===== src/rtl/crc_pkg.sv =====
// crc_pkg: shared FSM state type and CRC-8 defaults for the framing controller.
package crc_pkg;
  typedef enum logic [2:0] {ST_IDLE, ST_SHIFT, ST_OUT, ST_APPEND, ST_STATUS} state_t;
  localparam logic [7:0] CRC8_POLY = 8'h07;
  localparam logic [7:0] CRC8_INIT = 8'h00;
endpackage


===== src/rtl/crc8_serial.sv =====
// crc8_serial: bit-serial MSB-first CRC-8 register, no reflection, no final XOR.
module crc8_serial import crc_pkg::*; #(
  parameter logic [7:0] POLY = CRC8_POLY,
  parameter logic [7:0] INIT = CRC8_INIT
) (
  input  logic       i_clk,
  input  logic       i_rst_n,
  input  logic       i_clr,
  input  logic       i_en,
  input  logic       i_bit_in,
  output logic [7:0] o_crc
);
  logic [7:0] r_crc;
  logic       w_fb;
  assign w_fb  = r_crc[7] ^ i_bit_in;
  assign o_crc = r_crc;
  always_ff @(posedge i_clk or negedge i_rst_n)
    if (!i_rst_n) r_crc <= INIT;
    else if (i_clr) r_crc <= INIT;
    else if (i_en) r_crc <= {r_crc[6:0], 1'b0} ^ (w_fb ? POLY : 8'h00);
endmodule


===== src/rtl/crc_frame_ctrl.sv =====
// crc_frame_ctrl: byte-stream CRC-8 framer; appends CRC in gen mode,
// forwards and verifies the trailing CRC in check mode.
module crc_frame_ctrl import crc_pkg::*; #(
  parameter logic [7:0] POLY = CRC8_POLY,
  parameter logic [7:0] INIT = CRC8_INIT
) (
  input  logic       i_clk,
  input  logic       i_rst_n,
  input  logic       i_mode_gen,
  input  logic       i_in_valid,
  input  logic [7:0] i_in_data,
  input  logic       i_in_last,
  output logic       o_in_ready,
  output logic       o_out_valid,
  output logic [7:0] o_out_data,
  output logic       o_out_last,
  input  logic       i_out_ready,
  output logic       o_status_valid,
  output logic       o_crc_ok
);
  state_t     r_state, w_next;
  logic [7:0] r_byte;
  logic [2:0] r_cnt;
  logic       r_last, r_mode, r_first;
  logic [7:0] w_crc;
  logic       w_clr, w_en, w_hs;
  assign w_hs = i_in_valid & o_in_ready;
  crc8_serial #(.POLY(POLY), .INIT(INIT)) u_crc (
    .i_clk(i_clk), .i_rst_n(i_rst_n), .i_clr(w_clr), .i_en(w_en),
    .i_bit_in(r_byte[~r_cnt]), .o_crc(w_crc)
  );
  always_comb begin
    w_next         = r_state;
    w_clr          = 1'b0;
    w_en           = 1'b0;
    o_in_ready     = 1'b0;
    o_out_valid    = 1'b0;
    o_out_data     = 8'h00;
    o_out_last     = 1'b0;
    o_status_valid = 1'b0;
    o_crc_ok       = 1'b0;
    case (r_state)
      ST_IDLE: begin
        o_in_ready = 1'b1;
        w_next     = i_in_valid ? ST_SHIFT : ST_IDLE;
      end
      ST_SHIFT: begin
        w_en   = 1'b1;
        w_next = (r_cnt == 3'd7) ? ST_OUT : ST_SHIFT;
      end
      ST_OUT: begin
        o_out_valid = 1'b1;
        o_out_data  = r_byte;
        o_out_last  = r_last & ~r_mode;
        w_next      = !i_out_ready ? ST_OUT : !r_last ? ST_IDLE : r_mode ? ST_APPEND : ST_STATUS;
      end
      ST_APPEND: begin
        o_out_valid = 1'b1;
        o_out_data  = w_crc;
        o_out_last  = 1'b1;
        w_clr       = i_out_ready;
        w_next      = i_out_ready ? ST_IDLE : ST_APPEND;
      end
      ST_STATUS: begin
        o_status_valid = 1'b1;
        o_crc_ok       = (w_crc == 8'h00);
        w_clr          = 1'b1;
        w_next         = ST_IDLE;
      end
      default: w_next = ST_IDLE;
    endcase
  end
  // r_first marks that the next accepted byte opens a frame, so mode is sampled only then
  always_ff @(posedge i_clk or negedge i_rst_n)
    if (!i_rst_n) begin
      r_state <= ST_IDLE;
      r_byte  <= 8'h00;
      r_last  <= 1'b0;
      r_mode  <= 1'b0;
      r_first <= 1'b1;
      r_cnt   <= 3'd0;
    end else begin
      r_state <= w_next;
      if (w_hs) {r_byte, r_last} <= {i_in_data, i_in_last};
      if (w_hs & r_first) r_mode <= i_mode_gen;
      r_first <= w_clr ? 1'b1 : w_hs ? 1'b0 : r_first;
      if (w_en) r_cnt <= r_cnt + 3'd1;
    end
endmodule


===== config.mk =====
export PLATFORM = sky130hd
export DESIGN_NAME = crc_frame_ctrl
export DESIGN_NICKNAME = d
export VERILOG_FILES = /design/src/rtl/crc_pkg.sv /design/src/rtl/crc8_serial.sv /design/src/rtl/crc_frame_ctrl.sv
export SDC_FILE = /design/constraint.sdc
export NUM_CORES = 1
export LEC_CHECK = 0
export ABC_AREA = 0
export BUFFER_PORTS_ARGS = -buffer_cell sky130_fd_sc_hd__buf_4
export CAP_MARGIN = 40
export CORE_UTILIZATION = 57
export CTS_CLUSTER_DIAMETER = 30
export DETAILED_ROUTE_END_ITERATION = 8
export GPL_ROUTABILITY_DRIVEN = 0
export PLACE_DENSITY = 0.9
export SLEW_MARGIN = 20
export SYNTH_ARGS = -nofsm -noshare
export SYNTH_HDL_FRONTEND = slang
export SYNTH_SLANG_ARGS = --single-unit

===== constraint.sdc =====
create_clock -name i_clk -period 3 [get_ports i_clk]
set_clock_uncertainty 0.2 [all_clocks]
set_input_delay 0 -clock i_clk [delete_from_list [all_inputs] [get_ports i_clk]]
set_output_delay 0 -clock i_clk [all_outputs]
set_load 0.05 [all_outputs]

==> flow_summary.json <==
{
  "cts-root-buf": "clkbuf_4",
  "pre_cts_slack_ns": 0.9320,
  "max-slew-margin-rel_pct": 43.92,
  "synth_area_leaders": "dfrtp_1, nand2_1, mux2i_1, mux4_1, xnor2_1",
  "die_h_um": 50.49,
  "numClockSinks": 25,
  "power_w": 0.002075,
  "syn_area_sq_mm": 0.001340,
  "area_growth_pct": 38.94,
  "min-delay-start": "i_mode_gen",
  "path_clk_slew_ns": 0.14,
  "grtUsageTotal_pct": 40.13,
  "grt_pass1_wl_mm": 7.169,
  "cp_top_family": "buffers and inverters",
  "grt_overflow_total": 0,
  "hold_violations": 0,
  "arrival_ns": 2.87,
  "fp-row-count": 17,
  "die_x_um": 50.49,
  "synth_warnings": 0,
  "ys_ff_latch": 25,
  "die_area_sq_mm": 0.002549,
  "synthCells": 143,
  "slowest_stage": "dlygate4sd3_1",
  "cp_data_required_time_ns": 3.07,
  "syn_avg_cell_area_sq_um": 9.371,
  "path_class": "flip-flop to flip-flop",
  "power_density_mw_per_mm2": 1114,
  "drt-vias-per-instance": 5.852,
  "first_pass_iters": 5,
  "finalWirelength_mm": 4.296,
  "start_util_pct": 60.58,
  "hold_class": "input port to flip-flop",
  "path_buf_inv": 2,
  "fin_crit_ns": 2.800,
  "pin_count": 27,
  "clkLatencyLatePin_ns": 0.33,
  "numCtsBuffers": 3,
  "run_status": "finished, final reports clean",
  "port_buffers": 26,
  "cts_tree": "yes",
  "grt_max_degree": 25,
  "synth-seq-area-share_pct": 46.78,
  "final_layout_size_suffix_gt1_share_pct": 21.03,
  "place_inst": 188,
  "vias": 1305,
  "post_cts_buffers": 0,
  "finish.utilization_pct": 84.16,
  "drtAntennaViolNets": 0,
  "first_iter_violations": 77,
  "p_int_w": 0.001089,
  "cp-startpoint": "r_state[0]",
  "drc": 0,
  "combPwrFrac_pct": 57.5,
  "clk_path_buf_depth": 2,
  "dp_hpwl_mm": 2.153,
  "slowest_delay_ns": 0.59,
  "clock_power_share_pct": 7.7,
  "synth_fp_nets": 159,
  "synth_area_leader_cell": "dfrtp_1",
  "setup_viol": 0,
  "ir_worst_vdd_uv": 849.1,
  "rsz0062_at_grt": "false",
  "htreeDepth": 1,
  "n_antenna_cell": 0,
  "cap_violations": 0,
  "pwr-share-seq_pct": 34.8,
  "worst_slew_pin_slew_ns": 0.8394,
  "fin_crit_sh_pct": 93.32,
  "worst_setup_path_start_kind": "flip-flop",
  "grt_pass1_vias": 1351,
  "rr_startpoint": "r_state[0]",
  "crit_chain": "nor3_2, and2_2, nand2_1, dlygate4sd3_1, nand2_1, dlygate4sd3_1",
  "final_nets": 212,
  "reg2reg_slack_ns": 0.20,
  "fmax_mhz": 357.2,
  "fin_ws_ns": 0.2003,
  "switching_share_pct": 47.52,
  "p_leak_nw": 0.9056,
  "final_cells": 223,
  "wl_per_cell_um": 19.26,
  "crit_path_end_kind": "flip-flop",
  "timing.setup.tns_ns": 0,
  "yosysUniqueCellTypes": 32,
  "coreArea_sq_mm": 0.002212,
  "slew_viol_final": 0,
  "critPathMaxFanout": 18,
  "p_sw_w": 0.0009858,
  "antenna_found_initial": 0,
  "yosysTopAreaCellShare_pct": 44.82
}
## worst reg2reg max path: cells and delay by family (launching register included)
family	cells	cell delay, ns
flip-flops	1	0.58
AND/OR/NAND/NOR	4	0.81
buffers and inverters	2	1.16
## worst paths after layout
path	to	cells past startpoint
setup / recovery	r_last	6
hold / removal	r_mode	3
setup reg to reg	r_last	6
hold reg to reg	r_state[1]	1
max in group asynchronous	r_state[0]	4
min in group asynchronous	r_first	3
## layout make-up
| type | instances | area [sq um] |
|---|---|---|
| Timing Repair Buffer | 57 | 500.5 |
| Inverter | 2 | 7.507 |
| Multi-Input combinational cell | 107 | 664.4 |
| Tap cell | 28 | 35.03 |
| Clock buffer | 4 | 26.28 |
| Sequential cell | 25 | 628.1 |
| Fill cell | 117 | 350.3 |
## power groups by stage
stage	clock [W]	combinational, W	sequential (W)
2_1_floorplan	0	0.000842	0.000605
6_report	0.000160	0.00119	0.000721
4_1_cts	0.000158	0.00111	0.000694
3_5_place_dp	0	0.000970	0.000703
5_1_grt	0.000172	0.00128	0.000738
3_3_place_gp	0	0.000917	0.000686
## cells in the final DEF, fill, tap and decap left out, types with 3 or more instances in the layout
cell,count
mux2i_1,8
nor2_1,10
a21oi_1,6
nand2_1,50
buf_4,26
dfrtp_1,23
clkbuf_4,3
xnor2_1,5
dlygate4sd3_1,30
## Yosys cell counts
library cell,instances
buf_4,1
mux2i_4,1
a21o_1,1
and3_1,1
mux2i_1,8
nor4_1,2
o21ai_0,2
nand2_1,50
o221ai_1,1
nor3b_1,2
o22ai_2,2
clkbuf_1,4
or3b_2,1
inv_1,2
dfstp_2,1
dfrtp_1,24
buf_2,4
nand2b_1,1
mux4_1,2
a21oi_1,6
nand3b_1,1
nor2_1,10
ha_1,2
xnor2_1,5
o22ai_1,1
xor2_1,1
nand4b_1,1
mux2_2,2
and2_1,1
a31o_2,1
nand3_1,1
nor3_2,1
## stage by stage
step | hold slack [ns] | area (sq um)
after floorplan | -0.4956 | 1340
after global placement | -0.2843 | 1528
after detailed placement | -0.2829 | 1528
after CTS | 0.2361 | 1864
after global routing | 0.2881 | 1862
final | 0.2861 | 1862
## flip-flops by register name, summed over array words and instances, names as in the netlist
signal / flops
r_byte: 8
u_crc.o_crc: 8
r_cnt: 3
r_state: 3
r_first: 1
r_last: 1
r_mode: 1
## routing by layer
| metal | GRT usage (%) | part of all wire [%] |
|---|---|---|
| met5 | 0 | 0 |
| met3 | 7.879 | 8.6 |
| met2 | 63.78 | 50 |
| met1 | 52.39 | 38 |
| met4 | 19.44 | 3.2 |
## cells by family (layout without fill, tap and decap cells)
logic type	after synthesis	after routing	synth area share, %
DFF	25	25	46.78
AOI/OAI and AO/OA	14	14	7.190
adders and majority gates	2	2	1.867
muxes	13	13	13.26
and+or+nand+nor	72	72	23.25
buffers and inverters	11	63	3.735
xor gates and xnor gates	6	6	3.922
## what timing repair did
action                                  4_1_cts  5_1_grt
resized for setup                             0        2
hold endpoints to repair                     43        0
hold buffers                                 31        0
endpoints found under the setup margin        0        7
Note: power is estimated with default switching activity, not from simulation.
